==> src/rtl/pep_ks_cmd_seq_pkg.sv <==
// Shared KS package: sequencer configuration, the per-column command layout and the sequencer states.
package pep_ks_cmd_seq_pkg;

  localparam int KS_BLOCK_COL_NB = 4;
  localparam int LBX             = 2;
  localparam int PTR_W           = 8;
  localparam int CRED_W          = 2;
  localparam int KS_LOOP_W       = $clog2(KS_BLOCK_COL_NB * LBX);
  localparam int KS_CMD_W        = 2 * PTR_W + KS_LOOP_W;

  typedef struct packed {
    logic [PTR_W-1:0]     wp;
    logic [PTR_W-1:0]     rp;
    logic [KS_LOOP_W-1:0] ks_loop;
  } ks_seq_cmd_t;

  typedef enum logic {
    IDLE,
    ISSUE
  } ks_seq_state_e;

endpackage

==> src/rtl/pep_ks_cmd_credit.sv <==
// Enquiry credit counter: +1 per enquiry, -1 per issued command, saturating at the all-ones value.
module pep_ks_cmd_credit #(
  parameter int CRED_W = 2
) (
  input  logic              clk,
  input  logic              s_rst_n,
  input  logic              inc,
  input  logic              dec,
  output logic [CRED_W-1:0] credit
);

  localparam logic [CRED_W-1:0] CRED_MAX = {CRED_W{1'b1}};

  // NOTE: registers use <= so every flop samples pre-edge values, independent of block order.
  always_ff @(posedge clk) begin
    if (!s_rst_n) begin
      credit <= '0;
    end else if (inc && !dec && (credit != CRED_MAX)) begin
      credit <= credit + CRED_W'(1);
    end else if (dec && !inc) begin
      credit <= credit - CRED_W'(1);
    end
  end

endmodule

==> src/rtl/pep_ks_cmd_seq.sv <==
// Splits PBS batch requests into per-column KS commands, one per enquiry credit from KS control.
// Optional sticky error flag (credit overflow, empty batch) is built when PEP_KS_CMD_SEQ_ERR_EN is defined.
module pep_ks_cmd_seq
  import pep_ks_cmd_seq_pkg::*;
(
  input  logic                clk,
  input  logic                s_rst_n,
  input  logic                reset_cache,
  input  logic [PTR_W-1:0]    req_wp,
  input  logic [PTR_W-1:0]    req_rp,
  input  logic                req_vld,
  output logic                req_rdy,
  input  logic                ks_seq_cmd_enquiry,
  output logic [KS_CMD_W-1:0] seq_ks_cmd,
  output logic                seq_ks_cmd_avail,
  output logic                batch_done,
  output logic                cmd_seq_error
);

  localparam int               COL_W    = $clog2(KS_BLOCK_COL_NB);
  localparam logic [COL_W-1:0] LAST_COL = COL_W'(KS_BLOCK_COL_NB - 1);

  ks_seq_state_e     state_q, state_d;
  logic              rst_q;
  logic [PTR_W-1:0]  wp_q, rp_q;
  logic [COL_W-1:0]  col_q;
  logic [CRED_W-1:0] credit;
  logic              issue, accept, last_col;
  ks_seq_cmd_t       cmd_q;

  assign last_col   = (col_q == LAST_COL);
  assign seq_ks_cmd = cmd_q;

  always_ff @(posedge clk) begin
    if (!s_rst_n) rst_q <= 1'b0;
    else          rst_q <= reset_cache;
  end

  pep_ks_cmd_credit #(
    .CRED_W (CRED_W)
  ) u_credit (
    .clk     (clk),
    .s_rst_n (s_rst_n),
    .inc     (ks_seq_cmd_enquiry),
    .dec     (issue),
    .credit  (credit)
  );

  // NOTE: every combinational output gets a default first, so no path can infer a latch.
  always_comb begin
    state_d = state_q;
    req_rdy = 1'b0;
    accept  = 1'b0;
    issue   = 1'b0;
    case (state_q)
      IDLE: begin
        req_rdy = 1'b1;
        accept  = req_vld && !rst_q;
        if (accept) state_d = ISSUE;
      end
      ISSUE: begin
        // Only registered credit counts; a same-cycle enquiry is seen next cycle.
        issue = (credit != '0) && !rst_q;
        if (issue && last_col) state_d = IDLE;
      end
      default: state_d = IDLE;
    endcase
    if (rst_q) state_d = IDLE;
  end

  always_ff @(posedge clk) begin
    if (!s_rst_n) begin
      state_q <= IDLE;
      wp_q    <= '0;
      rp_q    <= '0;
      col_q   <= '0;
    end else begin
      state_q <= state_d;
      if (accept) begin
        wp_q <= req_wp;
        rp_q <= req_rp;
      end
      if (rst_q || accept) col_q <= '0;
      else if (issue)      col_q <= last_col ? '0 : col_q + COL_W'(1);
    end
  end

  // Command registers hold their value between avail pulses.
  always_ff @(posedge clk) begin
    if (!s_rst_n) begin
      cmd_q            <= '0;
      seq_ks_cmd_avail <= 1'b0;
      batch_done       <= 1'b0;
    end else begin
      seq_ks_cmd_avail <= issue;
      batch_done       <= issue && last_col;
      if (issue) begin
        cmd_q.wp      <= wp_q;
        cmd_q.rp      <= rp_q;
        cmd_q.ks_loop <= KS_LOOP_W'(int'(col_q) * LBX);
      end
    end
  end

`ifdef PEP_KS_CMD_SEQ_ERR_EN
  logic cred_ovf, empty_req;

  assign cred_ovf  = ks_seq_cmd_enquiry && !issue && (credit == {CRED_W{1'b1}});
  assign empty_req = accept && (req_wp == req_rp);

  always_ff @(posedge clk) begin
    if (!s_rst_n)                   cmd_seq_error <= 1'b0;
    else if (cred_ovf || empty_req) cmd_seq_error <= 1'b1;
  end
`else
  assign cmd_seq_error = 1'b0;
`endif

endmodule
==> config.mk <==
export PLATFORM = sky130hd
export DESIGN_NAME = pep_ks_cmd_seq
export DESIGN_NICKNAME = d
export VERILOG_FILES = /design/src/rtl/pep_ks_cmd_seq_pkg.sv /design/src/rtl/pep_ks_cmd_credit.sv /design/src/rtl/pep_ks_cmd_seq.sv
export SDC_FILE = /design/constraint.sdc
export NUM_CORES = 1
export LEC_CHECK = 0
export CORE_MARGIN = 2
export CORE_UTILIZATION = 30
export DETAILED_ROUTE_END_ITERATION = 7
export HOLD_SLACK_MARGIN = 0.06
export PLACE_DENSITY_LB_ADDON = 0.25
export REMOVE_ABC_BUFFERS = 1
export SLEW_MARGIN = 30
export SYNTH_ARGS = -nofsm -noshare
export SYNTH_HDL_FRONTEND = slang
export SYNTH_SLANG_ARGS = --single-unit
==> constraint.sdc <==
create_clock -name clk -period 2.4 [get_ports clk]
set_input_delay 0.48 -clock clk [delete_from_list [all_inputs] [get_ports clk]]
set_output_delay 0.48 -clock clk [all_outputs]
set_load 0.05 [all_outputs]
; ---- Word-level counts from Yosys, hierarchy flattened
; Cells that the tools add are included.
[classes]
n_addsub = 3
eq_ne = 2
mux = 9
n_bitwise = 2
reduce_logical = 15
[op_table]
columns = cell, n
row1 = $logic_and 1x1->1, 7
row2 = $mux 2, 3
row3 = $mux 1, 5
row4 = $add 2x1->2 const B, 2
row5 = $reduce_bool 2->1, 2
row6 = $reduce_or 2->1, 2
row7 = $logic_not 1->1, 3
row8 = $eq 2x2->1 const B, 1
row9 = $ne 2x2->1 const B, 1
row10 = $not 1->1, 2
row11 = $pmux 1 s2, 1
row12 = $sub 2x1->2 const B, 1
row13 = $logic_or 1x1->1, 1
[word_totals]
register_bits = 42
inputBits = 21
output_inout_bits = 23
wordCells = 42

; ---- Logic depth before layout (Yosys ltp)
; Gate-level depths: netlist of run 1.
[depth]
ltp_word = 7
mapped_depth = 5
mapped_depth_nobuf = 3

; ---- Cells and area by module
; Synthesis of run 1 repeated with hierarchy kept, for this count alone.
[hier_totals]
cells_unflattened = 197
hier_area_um2 = 1706.6
[modules_own_cells]
columns = module, instances, cells_each, area_each_um2, seq_area_each_um2
row1 = pep_ks_cmd_seq, 1, 186, 1602.8, 800.8
row2 = pep_ks_cmd_credit, 1, 11, 103.8, 40.0

; ---- Worst setup path before layout of run 1
; No wires, ideal clock.
[synth_timing]
path_kind = input-to-reg
start = input req_vld
end = register rp_q[0]
arrival_time_ps = 1198
required_time_ps = 2278
slack_ps = 1080
path_stages = 5
path_buffers = 2
path_cell_list = or3b_1 -> clkbuf_2 -> buf_6 -> nand2_1 -> a21boi_0
[synth_between]
elab_chain_len = 2
[synth_lines]
columns = item, line
row1 = "start, declared", pep_ks_cmd_seq.sv:11  ; input logic req_vld,
row2 = $logic_and 1x1->1, pep_ks_cmd_seq.sv:58  ; accept = req_vld && !rst_q;
row3 = $mux 1, pep_ks_cmd_seq.sv:55  ; case (state_q)
row4 = "end signal, assigned", pep_ks_cmd_seq.sv:81  ; rp_q <= req_rp;
row5 = "end, declared", pep_ks_cmd_seq.sv:25  ; logic [PTR_W-1:0] wp_q, rp_q;
; No other way between the ends.
; A chain may end at the register's enable or synchronous reset.

; ---- Worst setup path after layout of run 1
[layout_timing]
start = register state_q
end = output req_rdy
[layout_between]
elab_chain_len = 1
[layout_lines]
columns = item, line
row1 = "start, declared", pep_ks_cmd_seq.sv:23  ; ks_seq_state_e state_q, state_d;
row2 = "start signal, assigned", pep_ks_cmd_seq.sv:78  ; state_q <= state_d;
row3 = $mux 1, pep_ks_cmd_seq.sv:55
row4 = "end, declared", pep_ks_cmd_seq.sv:12  ; output logic req_rdy,
; No other way between the ends.

==> key figures, run 1 <==
STA
  – Worst slew pin tran: 575.9 ps
  – Fin crit share: 84.35%
  – Max Slew Vio Count: 0
  – Worst clock skew: 3.017 ps
  – RSZ-0062 raised after global routing: false
  – Rel. slew slack: 61.60%
  – Finish-stage setup viols: 0
  – Min Clock Period, post-route: 2024 ps
  – Final Hold Viols: 0
  – F_max: 494.0 MHz
  – Final TNS setup: 0 ps

Pwr
  – Part of the power in registers: 53.1%
  – P_leak: 0.7771 nW
  – Clock group share of total power: 32.9%
  – P_sw: 0.3577 mW
  – Logic gate share of total power: 13.9%
  – Net Sw Frac: 25.78%
  – Max IR drop VDD: 0.2148 mV
  – Power Dens Cells: 615.8 mW/mm^2
  – Internal cell power: 1.030 mW

Cells and area
  – Final non-filler cell total: 307
  – Synthesis-to-layout area growth: 32.72%
  – N_diodes: 0
  – Fill count: 564
  – Final #Nets: 256
  – Share of cells above drive strength 1: 7.234%

Logic synthesis
  – Top FF cell, synth: dfxtp_1
  – Cells taking the most area after synthesis: dfxtp_1 50%, a21boi_0 14%, nand2_1 7.3%
  – Synth cell count leaders: 42 x dfxtp_1, 33 x nand2_1, 31 x a21boi_0, 23 x o21ai_0, 19 x nand3_1
  – Syn Inst Count: 196
  – Ys Warns: 0
  – Syn avg cell area: 8.663 um^2
  – Count leader, synth: dfxtp_1
  – Synth cell types: 27
  – Seq cells post-synth: 42
  – Post-synth top area share: 49.52%
  – Share of the yosys chip area belonging to registers: 49.52%
  – Post-synthesis async set-or-reset flop share: 0%
  – Mapped Area: 0.001698 mm^2
  – Cell taking the most area after synthesis: dfxtp_1
  – Post-synth EDFFs: 0

Clock network
  – Clock tree buffer depth: 2
  – CTS Sinks: 42
  – Post-CTS Hold Buffers: 0
  – Post-CTS Setup Repair Bufs: 0
  – Post-cts gate resize count: 0
  – Worst-Skew Late Latency: 290 ps
  – Total CTS buffers: 5
  – Clock transition at the registers of the reported paths: 70 ps
  – Clock root cell: clkbuf_8
  – Max H-tree Level: 2
  – CTS tree: yes

Critical path
  – R2r setup slk: 870 ps
  – WS Path Type: flop to output pin
  – CP required: 1920 ps
  – CP Data Arrival Time: 1540 ps
  – Endpoint type of the worst setup path: output pin
  – Startpoint types: flop
  – Crit Path Max Fanout: 7

Floorplan
  – Die Y: 79.23 um
  – IO Pins: 44
  – DIE WIDTH: 79.23 um
  – Starting density of the core: 31.02%
  – Row count: 27
  – Core region area: 0.005473 mm^2
  – Die footprint: 0.006277 mm^2

Placed design
  – Routability cong.: 0.7021
  – I/O Buffers: 41
  – Cell count after placement: 299
  – DP HPWL: 2.493 mm

Hold path
  – Min-delay worst type: flop to flop

Global route
  – Pin count of the biggest net entering global routing: 26
  – First-pass GRT wire length: 6.203 mm
  – GRT Util Overall: 12.96%
  – Initial antenna violation count: 0
  – GRT Residual Overflow: 0
  – Number of global-route vias before repair: 1308

Detailed routing
  – # DRC: 0
  – Detail Route Antenna Nets: 0
  – Vias: 1449
  – Final wirelength: 3.769 mm
  – DRT Pass-1 Iters: 4
  – Vias per cell: 4.720
  – WL per Instance: 12.28 um
  – DR iter-0 viols: 68

Flow run
  – Max-cap violations: 0

Outcome
  – Status: finished clean
-- worst paths after layout --
path	from	endpoint	depth (start not counted)
worst max-delay path	state_q$_SDFF_PP0_	req_rdy	2
worst min-delay path	rp_q[1]$_SDFFE_PN0P_	rp_q[1]$_SDFFE_PN0P_	2
worst max register to register	state_q$_SDFF_PP0_	col_q[0]$_SDFFE_PP0P_	3
worst min register to register	rp_q[1]$_SDFFE_PN0P_	rp_q[1]$_SDFFE_PN0P_	2
-- state kept, by name, indices dropped and copies added (netlist names) --
name and cells:
state_q 1, col_q 2, u_credit.credit 2, rst_q 1
seq_ks_cmd 18, rp_q 8, batch_done 1, wp_q 8
seq_ks_cmd_avail 1
-- worst max-delay path, stage by stage (launching register included) --
cell and delay (ps):
dfxtp_1 380, inv_1 80, clkdlybuf4s50_1 790
-- final cells by class --
| class | instances | area [um^2] | area share, % |
|---|---|---|---|
| well taps | 72 | 90.09 | 3.998 |
| clock buffers | 7 | 86.33 | 3.831 |
| clock inverters | 1 | 5.005 | 0.2221 |
| multi-input cells | 135 | 764.5 | 33.93 |
| repair buffers | 47 | 455.4 | 20.21 |
| flip-flops and latches | 42 | 840.8 | 37.31 |
| inverters | 3 | 11.26 | 0.4997 |
-- per-layer routing --
metal	track usage (%)	vias to the layer above	wire length [um]
met5	0	-	0
met4	4.655	0	42
met3	4.091	4	228
met2	19.58	41	1621
met1	17.36	663	1876
li1	-	741	-
-- cells by family (layout without fill, tap and decap cells) --
group | count (synthesis) | in the layout | share of synthesized area (%)
simple gates | 67 | 67 | 18.79
compound gates | 65 | 65 | 24.91
flops | 42 | 42 | 49.52
buf+inv | 20 | 58 | 5.821
fa+ha+maj | 1 | 1 | 0.7368
other cells | 1 | 2 | 0.2209
-- cells in the final DEF (no fill, tap or decap) --
cell,Yosys,layout
a21boi_0,31,31
a21boi_1,3,3
a21oi_1,4,4
and2_1,3,3
and3_1,1,1
buf_4,3,6
clkbuf_1,9,1
clkbuf_8,0,6
clkdlybuf4s50_1,0,41
clkinv_2,0,1
conb_1,1,2
dfxtp_1,42,42
ha_1,1,1
inv_1,3,3
nand2_1,33,33
nand2b_2,1,1
nand3_1,19,19
nand3b_1,1,1
nor2_1,3,3
nor2b_1,2,1
nor2b_2,0,1
nor3b_2,1,1
o2111ai_1,2,2
o211ai_1,2,2
o21ai_0,23,23
or2_2,1,1
or3b_1,1,1
or4_1,1,1
-- metrics by stage --
step | power [mW] | hold slack [ps] | instance area [um^2] | setup slack [ps] | utilization [%]
global placement | 0.9478 | 444.7 | 2162 | 429.2 | 39.51
CTS | 1.409 | 468.1 | 2253 | 369.8 | 41.18
floorplan | 0.8491 | 435.3 | 1614 | 790.6 | -
detailed placement | 0.9493 | 456.6 | 2162 | 385.6 | 39.51
finish | 1.388 | 465.5 | 2253 | 375.5 | 41.18
global route | 1.458 | 487.0 | 2253 | 313.7 | 41.18
-- power groups by stage --
stage	clock network (mW)	logic (mW)	registers, mW
after CTS	0.475	0.197	0.737
after global placement	0	0.195	0.753
after floorplan	0	0.0892	0.760
final	0.457	0.193	0.737
after detailed placement	0	0.196	0.753
after global routing	0.502	0.215	0.741
(Power assumes the default switching activity.)
==> run 2, diff against run 1 <==
==> constraint.sdc (replaced) <==
create_clock -name clk -period 2 [get_ports clk]
set_input_delay 0.4 -clock clk [delete_from_list [all_inputs] [get_ports clk]]
set_output_delay 0.4 -clock clk [all_outputs]
set_load 0.05 [all_outputs]
==> run 2 against run 1 <==
Against the previous run: final area rose by 1.2%; largest power group unchanged; largest cell class unchanged; critical path type unchanged; setup slack got worse by 300 ps; via count fell by 1.7%; global-route usage rose by 0.20 points; combinational power rose by 22%; flip-flop and latch count did not move.
==> key figures, run 2 (synthesis results as in run 1) <==
Global route
  – Number of global-route vias before repair: 1288 (was 1308)
  – Pin count of the biggest net entering global routing: 24 (was 26)
  – GRT Residual Overflow: 0 (unchanged)
  – First-pass GRT wire length: 6.361 mm (was 6.203 mm)
  – GRT Util Overall: 13.16% (was 12.96%)
  – Initial antenna violation count: 0 (unchanged)

STA
  – Final Hold Viols: 0 (unchanged)
  – Worst slew pin tran: 614.6 ps (was 575.9 ps)
  – Finish-stage setup viols: 0 (unchanged)
  – Max Slew Vio Count: 0 (unchanged)
  – Rel. slew slack: 59.02% (was 61.60%)
  – Fin crit share: 96.47%
  – Final TNS setup: 0 ps (unchanged)
  – Worst clock skew: 4.160 ps (was 3.017 ps)
  – F_max: 518.3 MHz
  – RSZ-0062 raised after global routing: false (unchanged)
  – Min Clock Period, post-route: 1929 ps

Detailed routing
  – WL per Instance: 12.61 um (was 12.28 um)
  – # DRC: 0 (unchanged)
  – Vias per cell: 4.623 (was 4.720)
  – Final wirelength: 3.884 mm (was 3.769 mm)
  – Vias: 1424 (was 1449)
  – Detail Route Antenna Nets: 0 (unchanged)
  – DR iter-0 viols: 82 (was 68)
  – DRT Pass-1 Iters: 4 (unchanged)

Cells and area
  – N_diodes: 0 (unchanged)
  – Most frequent cells in the layout: 42 x dfxtp_1, 41 x clkdlybuf4s50_1, 33 x nand2_1 (unchanged)
  – Most common cell after layout, fill and taps aside: dfxtp_1 (unchanged)
  – Final #Nets: 257 (was 256)
  – Fill count: 575 (was 564)
  – Synthesis-to-layout area growth: 34.27% (was 32.72%)
  – Share of cells above drive strength 1: 8.051% (was 7.234%)
  – Multi-input logic area: 764.5 um^2 (unchanged)
  – Final Cell Area: 0.002280 mm^2 (was 0.002253 mm^2)
  – Flip-flop count of the largest register after layout: 18 (unchanged)
  – Register area: 840.8 um^2 (unchanged)

Hold path
  – Worst hold endpoint: rp_q[2]$_SDFFE_PN0P_ (was rp_q[1]$_SDFFE_PN0P_)
  – HP Start: rp_q[2]$_SDFFE_PN0P_ (was rp_q[1]$_SDFFE_PN0P_)
  – Min-delay worst type: flop to flop (unchanged)
  – Hold Path Cell Cnt: 2 (unchanged)

Clock network
  – CTS Sinks: 42 (unchanged)
  – Post-CTS Hold Buffers: 0 (unchanged)
  – Clock root cell: clkbuf_8 (unchanged)
  – Clock tree buffer depth: 2 (unchanged)
  – Post-cts gate resize count: 0 (unchanged)
  – CTS tree: yes (unchanged)
  – Total CTS buffers: 5 (unchanged)
  – Post-CTS Setup Repair Bufs: 0 (unchanged)
  – Clock transition at the registers of the reported paths: 80 ps (was 70 ps)
  – Worst-Skew Late Latency: 280 ps (was 290 ps)
  – Max H-tree Level: 2 (unchanged)

Critical path
  – Crit Path Max Fanout: 7 (unchanged)
  – WS Path Type: flop to output pin (unchanged)
  – Slowest cell on the critical path: clkdlybuf4s50_1 (unchanged)
  – RR Endpoint: seq_ks_cmd[5]$_SDFFE_PN0P_ (was col_q[0]$_SDFFE_PP0P_)
  – Crit path cell chain: inv_1 -> clkdlybuf4s50_1 (unchanged)
  – R2r startpoint: state_q$_SDFF_PP0_ (unchanged)
  – CP Data Arrival Time: 1530 ps (was 1540 ps)
  – CP required: 1600 ps (was 1920 ps)
  – R2r setup slk: 490 ps (was 870 ps)
  – Cells on worst reg2reg path: 4 (was 3)
  – Startpoint types: flop (unchanged)
  – Endpoint type of the worst setup path: output pin (unchanged)
  – Slowest stage delay, CP: 790 ps (about the same)

Placed design
  – DP Area: 0.002170 mm^2 (was 0.002162 mm^2)
  – DP HPWL: 2.544 mm (was 2.493 mm)
  – I/O Buffers: 41 (unchanged)
  – Routability cong.: 0.7524 (was 0.7021)

Floorplan
  – Die footprint: 0.006277 mm^2 (unchanged)
  – IO Pins: 44 (unchanged)
  – Die Y: 79.23 um (unchanged)
  – DIE WIDTH: 79.23 um (unchanged)
  – Row count: 27 (unchanged)
  – Core region area: 0.005473 mm^2 (unchanged)
  – Starting density of the core: 31.02% (unchanged)

Pwr
  – P_leak: 0.7907 nW (was 0.7771 nW)
  – Max IR drop VDD: 0.2595 mV (was 0.2148 mV)
  – Power Dens Cells: 766.0 mW/mm^2 (was 615.8 mW/mm^2)

Flow run
  – Max-cap violations: 0 (unchanged)

Outcome
  – Status: finished clean (unchanged)
[run 2: cell type report]
| class | count | share of cell area (%) |
|---|---|---|
| Clock buffer | 8 | 4.830 |
| Inverter | 3 | 0.4940 |
| Multi-Input combinational cell | 135 | 33.53 |
| Sequential cell | 42 | 36.88 |
| Tap cell | 72 | 3.952 |
| Timing Repair Buffer | 48 | 20.31 |
[run 2: critical path: cells and delay by family (launching register included)]
kind / cells / cell delay (ps)
buf+inv: 2 / 860
flops: 1 / 380
[run 2: through the flow]
| step | hold WS [ps] | utilization, % | total power [mW] | std cells | setup slack, ps |
|---|---|---|---|---|---|
| floorplan | 435.3 | - | 1.019 | 180 | 390.6 |
| global placement | 443.3 | 39.64 | 1.140 | 300 | 116.1 |
| detailed placement | 445.4 | 39.64 | 1.143 | 300 | 90.62 |
| CTS | 457.4 | 41.66 | 1.768 | 308 | 51.69 |
| global route | 485.2 | 41.66 | 1.828 | 308 | 0.6455 |
| finish | 455.9 | 41.66 | 1.746 | 308 | 70.59 |
[run 2: worst max-delay path by stage]
stage | startpoint | end | cells after the start
floorplan | state_q$_SDFF_PP0_ | batch_done$_SDFF_PN0_ | 3
global placement | req_vld | rp_q[7]$_SDFFE_PN0P_ | 4
detailed placement | req_vld | rp_q[0]$_SDFFE_PN0P_ | 4
CTS | state_q$_SDFF_PP0_ | req_rdy | 2
global route | state_q$_SDFF_PP0_ | req_rdy | 2
finish | state_q$_SDFF_PP0_ | req_rdy | 2
[run 2: layer usage]
| metal | track usage, % | up-vias | share of wire, % |
|---|---|---|---|
| met5 | 0 | - | 0 |
| met2 | 19.41 | 34 | 43 |
| met4 | 4.655 | 0 | 0.98 |
| met1 | 18.02 | 646 | 51 |
| met3 | 4.205 | 2 | 4.6 |
| li1 | - | 742 | - |
[run 2: report_power, final]
part           switching, mW  internal (mW)  leakage, nW
logic                  0.142         0.0942        0.392
clock network          0.277          0.349       0.0575
registers             0.0200          0.864        0.341
==> run 3, diff against run 2 <==
==> constraint.sdc (replaced) <==
create_clock -name clk -period 2.18 [get_ports clk]
set_input_delay 0.436 -clock clk [delete_from_list [all_inputs] [get_ports clk]]
set_output_delay 0.436 -clock clk [all_outputs]
set_load 0.05 [all_outputs]
==> run 3 against run 2 <==
Against the previous run: routed wire length shrank 2.5%; setup slack gained 150 ps; final cell count is the same; utilization is the same; clock-buffer cell count is the same; flip-flop and latch count is the same.
==> key figures, run 3 (synthesis results as in run 1) <==
STA
  – Final TNS setup: 0 ps (unchanged)
  – Worst hold slack: 461.4 ps (was 455.9 ps)
  – F_max: 510.0 MHz
  – Worst slew pin tran: 575.8 ps (was 614.6 ps)
  – Worst clock skew: 3.563 ps (was 4.160 ps)
  – Finish-stage setup viols: 0 (unchanged)
  – Final Hold Viols: 0 (unchanged)
  – RSZ-0062 raised after global routing: false (unchanged)
  – Min Clock Period, post-route: 1961 ps
  – Fin crit share: 89.95%
  – Rel. slew slack: 61.44% (was 59.02%)
  – Max Slew Vio Count: 0 (unchanged)

Placed design
  – Routability cong.: 0.7339 (was 0.7524)
  – I/O Buffers: 41 (unchanged)
  – DP HPWL: 2.499 mm (was 2.544 mm)

Detailed routing
  – DRT Pass-1 Iters: 4 (unchanged)
  – WL per Instance: 12.29 um (was 12.61 um)
  – Vias per cell: 4.510 (was 4.623)
  – Final wirelength: 3.785 mm (was 3.884 mm)
  – DR iter-0 viols: 91 (was 82)
  – Vias: 1389 (was 1424)
  – Detail Route Antenna Nets: 0 (unchanged)
  – # DRC: 0 (unchanged)

Cells and area
  – Share of cells above drive strength 1: 8.051% (unchanged)
  – Most common cell after layout, fill and taps aside: dfxtp_1 (unchanged)
  – Fill count: 583 (was 575)
  – Flip-flop count of the largest register after layout: 18 (unchanged)
  – Register area: 840.8 um^2 (unchanged)
  – Synthesis-to-layout area growth: 34.27% (unchanged)
  – N_diodes: 0 (unchanged)
  – Multi-input logic area: 764.5 um^2 (unchanged)
  – Final #Nets: 257 (unchanged)
  – Most frequent cells in the layout: 42 x dfxtp_1, 41 x clkdlybuf4s50_1, 33 x nand2_1 (unchanged)

Critical path
  – CP Data Arrival Time: 1520 ps (was 1530 ps)
  – Crit Path Max Fanout: 7 (unchanged)
  – R2r startpoint: state_q$_SDFF_PP0_ (unchanged)
  – Slowest stage delay, CP: 790 ps (about the same)
  – WS Path Type: flop to output pin (unchanged)
  – Worst Setup SP: state_q$_SDFF_PP0_ (unchanged)
  – Crit path cell chain: inv_1 -> clkdlybuf4s50_1 (unchanged)
  – CP required: 1740 ps (was 1600 ps)
  – Startpoint types: flop (unchanged)
  – Slowest cell on the critical path: clkdlybuf4s50_1 (unchanged)
  – Cells on worst reg2reg path: 4 (unchanged)
  – RR Endpoint: seq_ks_cmd[11]$_SDFFE_PN0P_ (was seq_ks_cmd[5]$_SDFFE_PN0P_)
  – R2r setup slk: 570 ps (was 490 ps)
  – Endpoint type of the worst setup path: output pin (unchanged)

Global route
  – Pin count of the biggest net entering global routing: 30 (was 24)
  – GRT Residual Overflow: 0 (unchanged)
  – GRT Util Overall: 13.23% (was 13.16%)
  – Initial antenna violation count: 0 (unchanged)
  – First-pass GRT wire length: 6.375 mm (was 6.361 mm)
  – Number of global-route vias before repair: 1366 (was 1288)

Clock network
  – Clock transition at the registers of the reported paths: 80 ps (about the same)
  – CTS Sinks: 42 (unchanged)
  – Total CTS buffers: 5 (unchanged)
  – CTS tree: yes (unchanged)
  – Post-CTS Setup Repair Bufs: 0 (unchanged)
  – Worst-Skew Late Latency: 290 ps (was 280 ps)
  – Clock tree buffer depth: 2 (unchanged)
  – Clock root cell: clkbuf_8 (unchanged)
  – Post-CTS Hold Buffers: 0 (unchanged)
  – Post-cts gate resize count: 0 (unchanged)
  – Max H-tree Level: 2 (unchanged)

Pwr
  – Max IR drop VDD: 0.2261 mV (was 0.2595 mV)
  – Total chip power: 1.595 mW (was 1.746 mW)
  – Logic gate share of total power: 13.5% (about the same)
  – P_sw: 0.3951 mW (was 0.4389 mW)
  – Net Sw Frac: 24.78% (was 25.14%)
  – P_leak: 0.7914 nW (was 0.7907 nW)
  – Power Dens Cells: 699.6 mW/mm^2 (was 766.0 mW/mm^2)
  – Internal cell power: 1.200 mW (was 1.307 mW)
  – Clock group share of total power: 35.6% (was 35.8%)
  – Part of the power in registers: 50.9% (was 50.6%)

Outcome
  – Status: finished clean (unchanged)

Hold path
  – Worst hold endpoint: rp_q[2]$_SDFFE_PN0P_ (unchanged)
  – Hold Path Cell Cnt: 2 (unchanged)
  – Min-delay worst type: flop to flop (unchanged)
  – HP Start: rp_q[2]$_SDFFE_PN0P_ (unchanged)

Floorplan
  – Starting density of the core: 31.02% (unchanged)
  – Die Y: 79.23 um (unchanged)
  – Die footprint: 0.006277 mm^2 (unchanged)
  – DIE WIDTH: 79.23 um (unchanged)
  – Core region area: 0.005473 mm^2 (unchanged)
  – IO Pins: 44 (unchanged)
  – Row count: 27 (unchanged)

Flow run
  – Max-cap violations: 0 (unchanged)
==> run 3: layout make-up <==
type	instances	area share [%]
timing repair buffer	48	20.31
inverter	3	0.4940
clock buffer	8	4.830
tap	72	3.952
multi-input combinational	135	33.53
sequential	42	36.88
==> run 3: power by group through the flow <==
| stage | logic, mW | clock network (mW) | registers (mW) |
|---|---|---|---|
| after detailed placement | 0.219 | 0 | 0.829 |
| after floorplan | 0.0982 | 0 | 0.837 |
| after global routing | 0.240 | 0.624 | 0.816 |
| after CTS | 0.219 | 0.592 | 0.812 |
| final | 0.216 | 0.568 | 0.811 |
| after global placement | 0.218 | 0 | 0.829 |
==> run 3: how the worst max path moves through the flow <==
stage,end,slack (ps),cells past startpoint
2_1_floorplan,batch_done$_SDFF_PN0_,570,3
3_3_place_gp,wp_q[1]$_SDFFE_PN0P_,250,4
3_5_place_dp,wp_q[4]$_SDFFE_PN0P_,220,4
4_1_cts,req_rdy,200,2
5_1_grt,req_rdy,150,2
6_report,req_rdy,220,2
==> run 3: through the flow <==
step           std cells  setup slack [ps]  cell area, um^2  util (%)
6_report             308             219.1             2280     41.66
2_1_floorplan        180             570.6             1614         -
3_3_place_gp         300             249.9             2170     39.64
4_1_cts              308             196.4             2280     41.66
5_1_grt              308             145.2             2280     41.66
3_5_place_dp         300             223.7             2170     39.64
==> run 3: layer usage <==
metal	routed length (um)	GRT usage (%)	part of all wire (%)	vias up
met3	179	3.068	4.7	5
met2	1618	20.00	43	31
met4	69	7.586	1.8	0
li1	-	-	-	742
met1	1917	17.23	51	611
met5	0	0	0	-
==> run 3: critical path, delay by kind of cell (launching register included) <==
family	cells	cell delay [ps]
buf+inv	2	860
flops	1	380
